[src/rtl/jogo_pkg.sv]
// -----------------------------------------------------------------------------
// jogo_pkg
// Shared definitions for the memory-game control unit:
//   - estado_t             : 4-bit state codes (visible on db_estado)
//   - TIMEOUT_CICLOS_PADRAO: default clock cycles allowed per play
// -----------------------------------------------------------------------------
package jogo_pkg;

    localparam int TIMEOUT_CICLOS_PADRAO = 5000;

    typedef enum logic [3:0] {
        INICIAL        = 4'h0,
        PREPARA        = 4'h1,
        INICIO_RODADA  = 4'h2,
        ESPERA_JOGADA  = 4'h3,
        REGISTRA       = 4'h4,
        COMPARA        = 4'h5,
        PROXIMA_JOGADA = 4'h6,
        PREP_NOVA      = 4'h7,
        ESPERA_NOVA    = 4'h8,
        REGISTRA_NOVA  = 4'h9,
        ESCREVE        = 4'hA,
        PROXIMA_RODADA = 4'hB,
        FIM_ACERTO     = 4'hC,
        FIM_ERRO       = 4'hD,
        FIM_TIMEOUT    = 4'hE
    } estado_t;

endpackage

[src/rtl/unidade_controle_jogo_contador_timeout.sv]
// -----------------------------------------------------------------------------
// contador_timeout
// Per-play inactivity timer with saturating count and registered terminal flag.
// Ports:
//   i_clock   : clock, rising edge
//   i_reset_n : asynchronous reset, active low
//   i_clear   : synchronous clear of count and flag
//   i_enable  : count one per cycle (saturates at MODULO-1)
//   o_fim     : registered flag, high the cycle after the count sits at MODULO-1
// -----------------------------------------------------------------------------
module contador_timeout #(
    parameter int MODULO = 5000
) (
    input  logic i_clock,
    input  logic i_reset_n,
    input  logic i_clear,
    input  logic i_enable,
    output logic o_fim
);

    localparam int W = (MODULO > 1) ? $clog2(MODULO) : 1;
    localparam logic [W-1:0] MAXIMO = W'(MODULO - 1);

    logic [W-1:0] r_conta;
    logic         r_fim;

    always_ff @(posedge i_clock or negedge i_reset_n) begin
        if (!i_reset_n) begin
            r_conta <= '0;
            r_fim   <= 1'b0;
        end else if (i_clear) begin
            r_conta <= '0;
            r_fim   <= 1'b0;
        end else begin
            if (i_enable && (r_conta != MAXIMO))
                r_conta <= r_conta + 1'b1;
            // Flag follows the count one cycle later; it stays high while the
            // count is saturated so the final state keeps showing the expiry.
            r_fim <= (r_conta == MAXIMO);
        end
    end

    assign o_fim = r_fim;

endmodule

[src/rtl/unidade_controle_jogo.sv]
// -----------------------------------------------------------------------------
// unidade_controle_jogo
// Moore controller for the memory-game datapath: replays the stored sequence,
// takes a new play each round and ends in win / loss / timeout.
// Optional feature: define JOGO_TIMEOUT_EN to instantiate the inactivity timer;
// without it the wait states block indefinitely and db_timeout is 0.
// Ports:
//   clock, reset (async, active low)
//   jogar, jogada, igual, fimE, fimR          : status / requests
//   zeraE, contaE, zeraR, contaR, registraR,
//   escreveM                                  : datapath strobes
//   ganhou, perdeu, pronto                    : game results
//   db_estado, db_timeout                     : debug
// -----------------------------------------------------------------------------
module unidade_controle_jogo
    import jogo_pkg::*;
#(
    parameter int TIMEOUT_CICLOS = TIMEOUT_CICLOS_PADRAO
) (
    input  logic       clock,
    input  logic       reset,
    input  logic       jogar,
    input  logic       jogada,
    input  logic       igual,
    input  logic       fimE,
    input  logic       fimR,
    output logic       zeraE,
    output logic       contaE,
    output logic       zeraR,
    output logic       contaR,
    output logic       registraR,
    output logic       escreveM,
    output logic       ganhou,
    output logic       perdeu,
    output logic       pronto,
    output logic [3:0] db_estado,
    output logic       db_timeout
);

    estado_t r_estado;
    estado_t w_estado_next;
    logic    w_timeout;

`ifdef JOGO_TIMEOUT_EN
    logic w_timer_clr;
    logic w_timer_en;

    assign w_timer_clr = (r_estado == PREPARA) || (r_estado == INICIO_RODADA) ||
                         (r_estado == REGISTRA) || (r_estado == PREP_NOVA);
    assign w_timer_en  = (r_estado == ESPERA_JOGADA) || (r_estado == ESPERA_NOVA);

    contador_timeout #(
        .MODULO (TIMEOUT_CICLOS)
    ) u_timer (
        .i_clock   (clock),
        .i_reset_n (reset),
        .i_clear   (w_timer_clr),
        .i_enable  (w_timer_en),
        .o_fim     (w_timeout)
    );
`else
    assign w_timeout = 1'b0;
`endif

    always_ff @(posedge clock or negedge reset) begin
        if (!reset)
            r_estado <= INICIAL;
        else
            r_estado <= w_estado_next;
    end

    always_comb begin
        w_estado_next = r_estado;
        case (r_estado)
            INICIAL:        if (jogar) w_estado_next = PREPARA;
            PREPARA:        w_estado_next = INICIO_RODADA;
            INICIO_RODADA:  w_estado_next = ESPERA_JOGADA;
            // A captured play takes priority over a simultaneous expiry.
            ESPERA_JOGADA: begin
                if (jogada)         w_estado_next = REGISTRA;
                else if (w_timeout) w_estado_next = FIM_TIMEOUT;
            end
            REGISTRA:       w_estado_next = COMPARA;
            COMPARA: begin
                if (!igual)     w_estado_next = FIM_ERRO;
                else if (!fimE) w_estado_next = PROXIMA_JOGADA;
                else if (fimR)  w_estado_next = FIM_ACERTO;
                else            w_estado_next = PREP_NOVA;
            end
            PROXIMA_JOGADA: w_estado_next = ESPERA_JOGADA;
            PREP_NOVA:      w_estado_next = ESPERA_NOVA;
            ESPERA_NOVA: begin
                if (jogada)         w_estado_next = REGISTRA_NOVA;
                else if (w_timeout) w_estado_next = FIM_TIMEOUT;
            end
            REGISTRA_NOVA:  w_estado_next = ESCREVE;
            ESCREVE:        w_estado_next = PROXIMA_RODADA;
            PROXIMA_RODADA: w_estado_next = INICIO_RODADA;
            FIM_ACERTO,
            FIM_ERRO:       if (jogar) w_estado_next = PREPARA;
`ifdef JOGO_TIMEOUT_EN
            FIM_TIMEOUT:    if (jogar) w_estado_next = PREPARA;
`endif
            default:        w_estado_next = INICIAL;
        endcase
    end

    // Output decode depends on the registered state only.
    always_comb begin
        zeraE     = 1'b0;
        contaE    = 1'b0;
        zeraR     = 1'b0;
        contaR    = 1'b0;
        registraR = 1'b0;
        escreveM  = 1'b0;
        ganhou    = 1'b0;
        perdeu    = 1'b0;
        pronto    = 1'b0;
        case (r_estado)
            PREPARA: begin
                zeraE = 1'b1;
                zeraR = 1'b1;
            end
            INICIO_RODADA:  zeraE     = 1'b1;
            REGISTRA:       registraR = 1'b1;
            PROXIMA_JOGADA: contaE    = 1'b1;
            PREP_NOVA:      contaE    = 1'b1;
            REGISTRA_NOVA:  registraR = 1'b1;
            ESCREVE:        escreveM  = 1'b1;
            PROXIMA_RODADA: contaR    = 1'b1;
            FIM_ACERTO: begin
                ganhou = 1'b1;
                pronto = 1'b1;
            end
            FIM_ERRO: begin
                perdeu = 1'b1;
                pronto = 1'b1;
            end
`ifdef JOGO_TIMEOUT_EN
            FIM_TIMEOUT: begin
                perdeu = 1'b1;
                pronto = 1'b1;
            end
`endif
            default: ;
        endcase
    end

    assign db_estado  = r_estado;
    assign db_timeout = w_timeout;

endmodule

[config.mk]
export PLATFORM = sky130hd
export DESIGN_NAME = unidade_controle_jogo
export DESIGN_NICKNAME = d
export VERILOG_FILES = /design/src/rtl/jogo_pkg.sv /design/src/rtl/unidade_controle_jogo_contador_timeout.sv /design/src/rtl/unidade_controle_jogo.sv
export SDC_FILE = /design/constraint.sdc
export NUM_CORES = 1
export LEC_CHECK = 0
export CELL_PAD_IN_SITES_DETAIL_PLACEMENT = 1
export CELL_PAD_IN_SITES_GLOBAL_PLACEMENT = 2
export CORE_ASPECT_RATIO = 0.9
export CORE_MARGIN = 2
export CORE_UTILIZATION = 20
export DETAILED_ROUTE_END_ITERATION = 8
export PLACE_DENSITY_LB_ADDON = 0.1
export SLEW_MARGIN = 20
export SYNTH_ARGS = -nofsm -noshare
export SYNTH_HDL_FRONTEND = slang
export SYNTH_SLANG_ARGS = --single-unit
[constraint.sdc]
create_clock -name clock -period 2 [get_ports clock]
set_clock_uncertainty 0.05 [all_clocks]
set_input_delay 0.4 -clock clock [delete_from_list [all_inputs] [get_ports clock]]
set_output_delay 0.4 -clock clock [all_outputs]
set_load 0.01 [all_outputs]
======== Word level (Yosys, flattened, before mapping) ========
Index checks and enable logic that the tools add are counted.
operators by class
  $mul .................................... 0
  bitwise logic cells ..................... 0
  divide/modulo/power cells ............... 0
  magnitude comparators ................... 0
  shift-type cells ........................ 0
  reductions and logical operators ........ 9
  $add $sub $neg .......................... 0
  multiplexer cells ....................... 16
  equality and inequality tests ........... 16
operators with widths
  cell                count
  $pmux 4 s10         1
  $eq 4x4->1 const B  6
  $mux 4              6
  $eq 4x3->1 const B  4
  $reduce_or 2->1     6
  $mux 1              9
  $eq 4x2->1 const B  2
  $eq 4x1->1 const B  1
  $logic_not 4->1     1
  $ne 2x2->1 const B  2
  $reduce_and 3->1    1
  $reduce_or 3->1     1
  $ne 2x1->1 const B  1
word-level totals
  word-level logic and storage cells ...... 42
  memory bits (read-only) ................. 0
  register bits after elaboration ......... 4
  bits in latches ......................... 0
  memories kept ........................... 0
  output and inout port bits .............. 14
  input port bits ......................... 7
  bits in writable memories ............... 0

======== Logic depth before layout (Yosys ltp) ========
Gate-level depths: netlist (run 1).
  word-level depth ........................ 4
  mapped depth ............................ 5
  mapped depth without buffers ............ 4

======== Worst setup path after synthesis (run 1) ========
OpenSTA, ideal clock, no wires.
  kind .................................... reg-to-output
  from .................................... register r_estado[2] (netlist: db_estado[2])
  to ...................................... output port zeraR
  buffers on the path ..................... 2
  cell stages (with the launch flop) ...... 4
  setup slack ............................. 351 ps
  required time ........................... 1,550 ps
  data arrival time ....................... 1,199 ps
  cell sequence ........................... dfrtp_1 > buf_4 > buf_2 > nor4b_1
on the way
  cells in the longest elaborated chain, start to end .. 2
ends and longest elaborated chain
  element                   RTL line                      RTL
  start: declaration        unidade_controle_jogo.sv:40   estado_t r_estado;
  start signal: assignment  unidade_controle_jogo.sv:69   r_estado <= w_estado_next;
  $eq 4x1->1                unidade_controle_jogo.sv:119  case (r_estado)
  $mux 1                    unidade_controle_jogo.sv:119
  end: declaration          unidade_controle_jogo.sv:29   output logic zeraR,
Every way passes these cells.

======== Worst setup path in the final report (run 1) ========
  from .................................... register r_estado[1] (netlist: db_estado[1])
  to ...................................... output port zeraR
Same word-level chain as after synthesis.

==> qor.yml, run 1 <==
ys.flop_type: "dfrtp_1"
ys_seq_area_share_pct: 24.8
grt_setup_unrepaired: "false"
grt_pass1_vias: 521
syn_nets: 62
fin_cells: 116
final_max_slew_viol_count: 0
synth_top_cell_by_area: "dfrtp_1"
critPathArrivalTime_ns: 1.40
clockBufferDepth: 2
vias: 543
start_util_pct: 21.1
crit_start: "db_estado[1]"
holdBufCountCts: 0
wl_met3_um: 75
drt_iter0_markers: 0
ir_drop_uv: 765
fp.dieW_um: 51.4
num_rows: 15
wl_um: 1520
grt_pass1_wl_um: 2450
met1Wirelength_um: 702
final_antenna_net_count: 0
outcome: "finished clean"
crit_chain: "buf_4, nor4b_1, dlygate4sd2_1"
leakage_nw: 0.402
critPathMaxFanout: 6
ys_top_cells_by_area: "dfrtp_1, a21oi_1, nor3_1"
largest_reg_flops: 4
htree_levels: 1
cts_buffers: 3
cts-root-buf: "clkbuf_4"
routabilityCongestion: 0.753
via_per_inst: 4.68
ioPinCount: 21
wl_per_cell_um: 13.1
syn_inst: 55
diodes: 0
async_reset_ff_share_pct: 100
die_area_um2: 2400
cts_tree: "done"
synth_top_area_share_pct: 24.8
synth.distinct_cells: 26
met2RoutedLength_um: 744
die_h_um: 46.6
multiInputGateArea_um2: 265
antenna_found_initial: 0
hp-class: "input pin to async pin"
yosys_warnings: 0
crit_slowest_cell: "dfrtp_2"
worstPathRequired_ns: 1.55
drc: 0
synth-edff-count: 0
grt_max_degree: 11
hold_viol: 0
syn_avg_cell_area_um2: 7.35
r2r_start: "db_estado[3]"
layout_worst_path_cycle_share_pct: 92.7
synth_common_cells: "a21oi_1, nor3_1, o21ai_0"
dp_hpwl_um: 1060
fin_nets: 100
powerDensity_nw_per_um2: 1350
top_layer: "met3"
cp-start-kind: "flip-flop"
clk_latency_ns: 0.24
cpPeakStageDelay_ns: 0.45
maxClockFrequency_ghz: 0.539
path_class: "flip-flop to output pin"
seqCellArea_um2: 105
timing.final.crit_period_ns: 1.85
total_power_mw: 1.04
ys_ff_latch: 4
gr-total-overflow: 0
drv_cap: 0
clkTransAtPathRegs_ns: 0.04
drtPass1Iterations: 1
netlist_area_um2: 404
finalSetupViolCount: 0
dp_cells: 101
grt_use_total_pct: 14.3
drive_gt1_share_pct: 35.2
crit_family: "flip-flops"
area_growth_pct: 91.3
cts.sinks: 4
endpoint_kind: "output pin"
portBuffers: 19
worstPathBufferInverterCount: 2
setup_tns_ns: 0
nFillCells: 252
core_area_um2: 1910
cell families after synthesis:
group | after synthesis | synth area share [%]
buf+inv | 9 | 11.5
compound gates | 15 | 23.2
mux | 1 | 2.79
flops | 4 | 24.8
other cells | 1 | 0.928
simple gates | 24 | 34.7
xor+xnor | 1 | 2.17
layout by cell type, fill, tap and decap left out, types with 2 or more instances in the layout:
| cell | instances |
|---|---|
| clkbuf_4 | 3 |
| inv_1 | 3 |
| nand3b_1 | 2 |
| nand2_1 | 4 |
| o21ai_0 | 5 |
| nor2_1 | 2 |
| nor4_1 | 3 |
| nor3_1 | 5 |
| dlymetal6s2s_1 | 3 |
| buf_4 | 19 |
| clkdlybuf4s50_1 | 10 |
| dlygate4sd2_1 | 6 |
| and3_1 | 2 |
| dfrtp_2 | 4 |
| a21oi_1 | 5 |
final timing paths:
| path | cells past startpoint | to | slack, ns |
|---|---|---|---|
| max in group asynchronous | 1 | db_estado[3] | 1.40 |
| setup / recovery | 3 | zeraR | 0.15 |
| min in group clock | 3 | db_estado[3] | 0.72 |
| setup reg to reg | 5 | db_estado[0] | 0.50 |
| hold reg to reg | 3 | db_estado[3] | 0.72 |
| hold / removal | 1 | db_estado[2] | 0.32 |
per-stage QoR:
stage	util, %	setup WS, ns	hold WS (ns)	cell area (µm²)
2_1_floorplan	-	0.351	0.0544	404
3_3_place_gp	34.0	0.118	0.566	651
3_5_place_dp	34.0	0.101	0.569	651
4_1_cts	38.3	0.0121	0.313	733
5_1_grt	40.4	0.0479	0.324	773
6_report	40.4	0.146	0.316	773
power breakdown:
group / leakage [nW] / internal (mW) / switching [mW]
logic: 0.343 / 0.413 / 0.318
clock network: 0.0138 / 0.0671 / 0.0332
registers: 0.0445 / 0.125 / 0.0844
total: 0.402 / 0.605 / 0.436
worst register-to-register path, delay by kind of cell, from the launching register on:
| kind | cells | cell delay, ns |
|---|---|---|
| AO/OA/AOI/OAI | 1 | 0.12 |
| buffers and inverters | 2 | 0.26 |
| flip-flops | 1 | 0.44 |
| multiplexers | 1 | 0.33 |
| AND/OR/NAND/NOR | 1 | 0.17 |
final cells by class:
| class | instances | area share (%) |
|---|---|---|
| Timing Repair Buffer | 39 | 43.7 |
| Clock buffer | 3 | 2.91 |
| Inverter | 3 | 1.46 |
| Tap cell | 25 | 4.05 |
| Sequential cell | 4 | 13.6 |
| Multi-Input combinational cell | 42 | 34.3 |
layer usage:
layer | GRT usage [%] | up-vias
li1 | - | 269
met1 | 17.3 | 260
met2 | 24.1 | 14
met3 | 5.52 | 0
met4 | 3.16 | 0
met5 | 0 | -
repair_timing:
action	4_1_cts	5_1_grt
hold endpoints to repair	0	0
setup buffers	8	4
setup endpoints to repair	9	3
gates resized for setup	11	4
pin swaps	0	0
Power figures use the tool's default switching activity.
==> run 2, diff against run 1 <==
--- a/config.mk
+++ b/config.mk
@@ -6,10 +6,10 @@
 export NUM_CORES = 1
 export LEC_CHECK = 0
 export CELL_PAD_IN_SITES_DETAIL_PLACEMENT = 1
-export CELL_PAD_IN_SITES_GLOBAL_PLACEMENT = 2
+export CELL_PAD_IN_SITES_GLOBAL_PLACEMENT = 1
 export CORE_ASPECT_RATIO = 0.9
 export CORE_MARGIN = 2
-export CORE_UTILIZATION = 20
+export CORE_UTILIZATION = 27
 export DETAILED_ROUTE_END_ITERATION = 8
 export PLACE_DENSITY_LB_ADDON = 0.1
 export SLEW_MARGIN = 20
==> run 2 against run 1 <==
Cell count shrank 11%; sequential share of layout area is 0.62 points higher; design area decreased by 4.4%; setup slack got worse by 0.036 ns; largest cell class unchanged; highest routed layer is now met4.
==> qor.yml, run 2 (same netlist as run 1, synthesis figures left out) <==
critPathArrivalTime_ns: 1.44
path_class: "flip-flop to output pin"
grt_max_degree: 13
final_antenna_net_count: 0
wl_per_cell_um: 15.6
cts-root-buf: "clkbuf_4"
r2r_start: "db_estado[3]"
endpoint_kind: "output pin"
drv_cap: 0
fin_cells: 103
routabilityCongestion: 0.820
ioPinCount: 21
leakage_nw: 0.376
die_area_um2: 1820
ir_drop_uv: 511
diodes: 0
area_growth_pct: 83.0
clockBufferDepth: 2
drive_gt1_share_pct: 34.1
fin_nets: 97
drc: 0
setup_tns_ns: 0
hp-class: "input pin to async pin"
finalSetupViolCount: 0
cts_buffers: 3
clk_latency_ns: 0.24
antenna_found_initial: 0
grt_pass1_wl_um: 2460
drtPass1Iterations: 4
crit_start: "db_estado[2]"
largest_reg_flops: 4
critPathMaxFanout: 7
grt_use_total_pct: 20.0
fin_ws_ns: 0.110
dp_hpwl_um: 1040
portBuffers: 19
worstPathRequired_ns: 1.55
timing.final.crit_period_ns: 1.89
grt_pass1_vias: 528
final_max_slew_viol_count: 0
htree_levels: 1
final_common_cell: "buf_4"
outcome: "finished clean"
final_util_pct: 51.7
vias: 541
wl_um: 1610
hold_viol: 0
cts_tree: "done"
die_h_um: 40.7
start_util_pct: 28.2
num_rows: 13
gr-total-overflow: 0
maxClockFrequency_ghz: 0.529
nFillCells: 178
via_per_inst: 5.25
dp_cells: 89
dpl_worst_slack_ns: 0.0554
fp.dieW_um: 44.8
layout_worst_path_cycle_share_pct: 94.5
cts.sinks: 4
total_power_mw: 1.05
powerDensity_nw_per_um2: 1410
cp-start-kind: "flip-flop"
final_cell_mix: "buf_4, clkdlybuf4s50_1, dlygate4sd2_1"
clkTransAtPathRegs_ns: 0.04
drt_iter0_markers: 6
core_area_um2: 1430
grt_setup_unrepaired: "false"
-- run 2: layout make-up --
class / count / area, µm² / area share, %
inverter: 3 / 11.3 / 1.52
tap: 15 / 18.8 / 2.54
timing repair buffer: 36 / 315 / 42.6
clock buffer: 3 / 22.5 / 3.05
sequential: 4 / 105 / 14.2
multi-input combinational: 42 / 267 / 36.0
-- run 2: final timing paths --
| check | slack, ns | to | cells past startpoint |
|---|---|---|---|
| max | 0.11 | zeraR | 3 |
| min | 0.33 | db_estado[1] | 1 |
| max reg2reg | 0.35 | db_estado[0] | 4 |
| min reg2reg | 0.63 | db_estado[1] | 2 |
| max in group asynchronous | 1.37 | db_estado[3] | 1 |
| min in group clock | 0.63 | db_estado[1] | 2 |
-- run 2: power by group --
part	total, mW	leakage (nW)	internal [mW]	switching (mW)
clock network	0.107	0.0138	0.0676	0.0392
registers	0.195	0.0445	0.125	0.0704
logic	0.743	0.317	0.405	0.338
-- run 2: worst max-delay path, cell delays in order (launching register included) --
cell,delay [ns]
dfrtp_2,0.43
buf_2,0.17
nor4b_2,0.29
dlygate4sd2_1,0.31
-- run 2: per-stage QoR --
stage | area [µm²] | hold slack (ns)
after floorplan | 404 | 0.0544
after global placement | 623 | 0.565
after detailed placement | 623 | 0.580
after CTS | 691 | 0.324
after global routing | 739 | 0.320
final | 739 | 0.326
-- run 2: repair_timing --
item | in CTS | in global routing
gates resized for setup | 13 | 3
hold buffers | 0 | 0
setup endpoints to repair | 9 | 3
cloned | 0 | 0
setup buffers | 6 | 5
-- run 2: metal layers --
| metal | vias up | global-route usage (%) | part of all wire, % | wire length, µm |
|---|---|---|---|---|
| li1 | 263 | - | - | - |
| met4 | 0 | 7.35 | 3.3 | 53 |
| met3 | 6 | 6.61 | 4.5 | 72 |
| met2 | 21 | 35.5 | 49 | 783 |
| met1 | 251 | 22.8 | 43 | 699 |
| met5 | - | 0 | 0 | 0 |
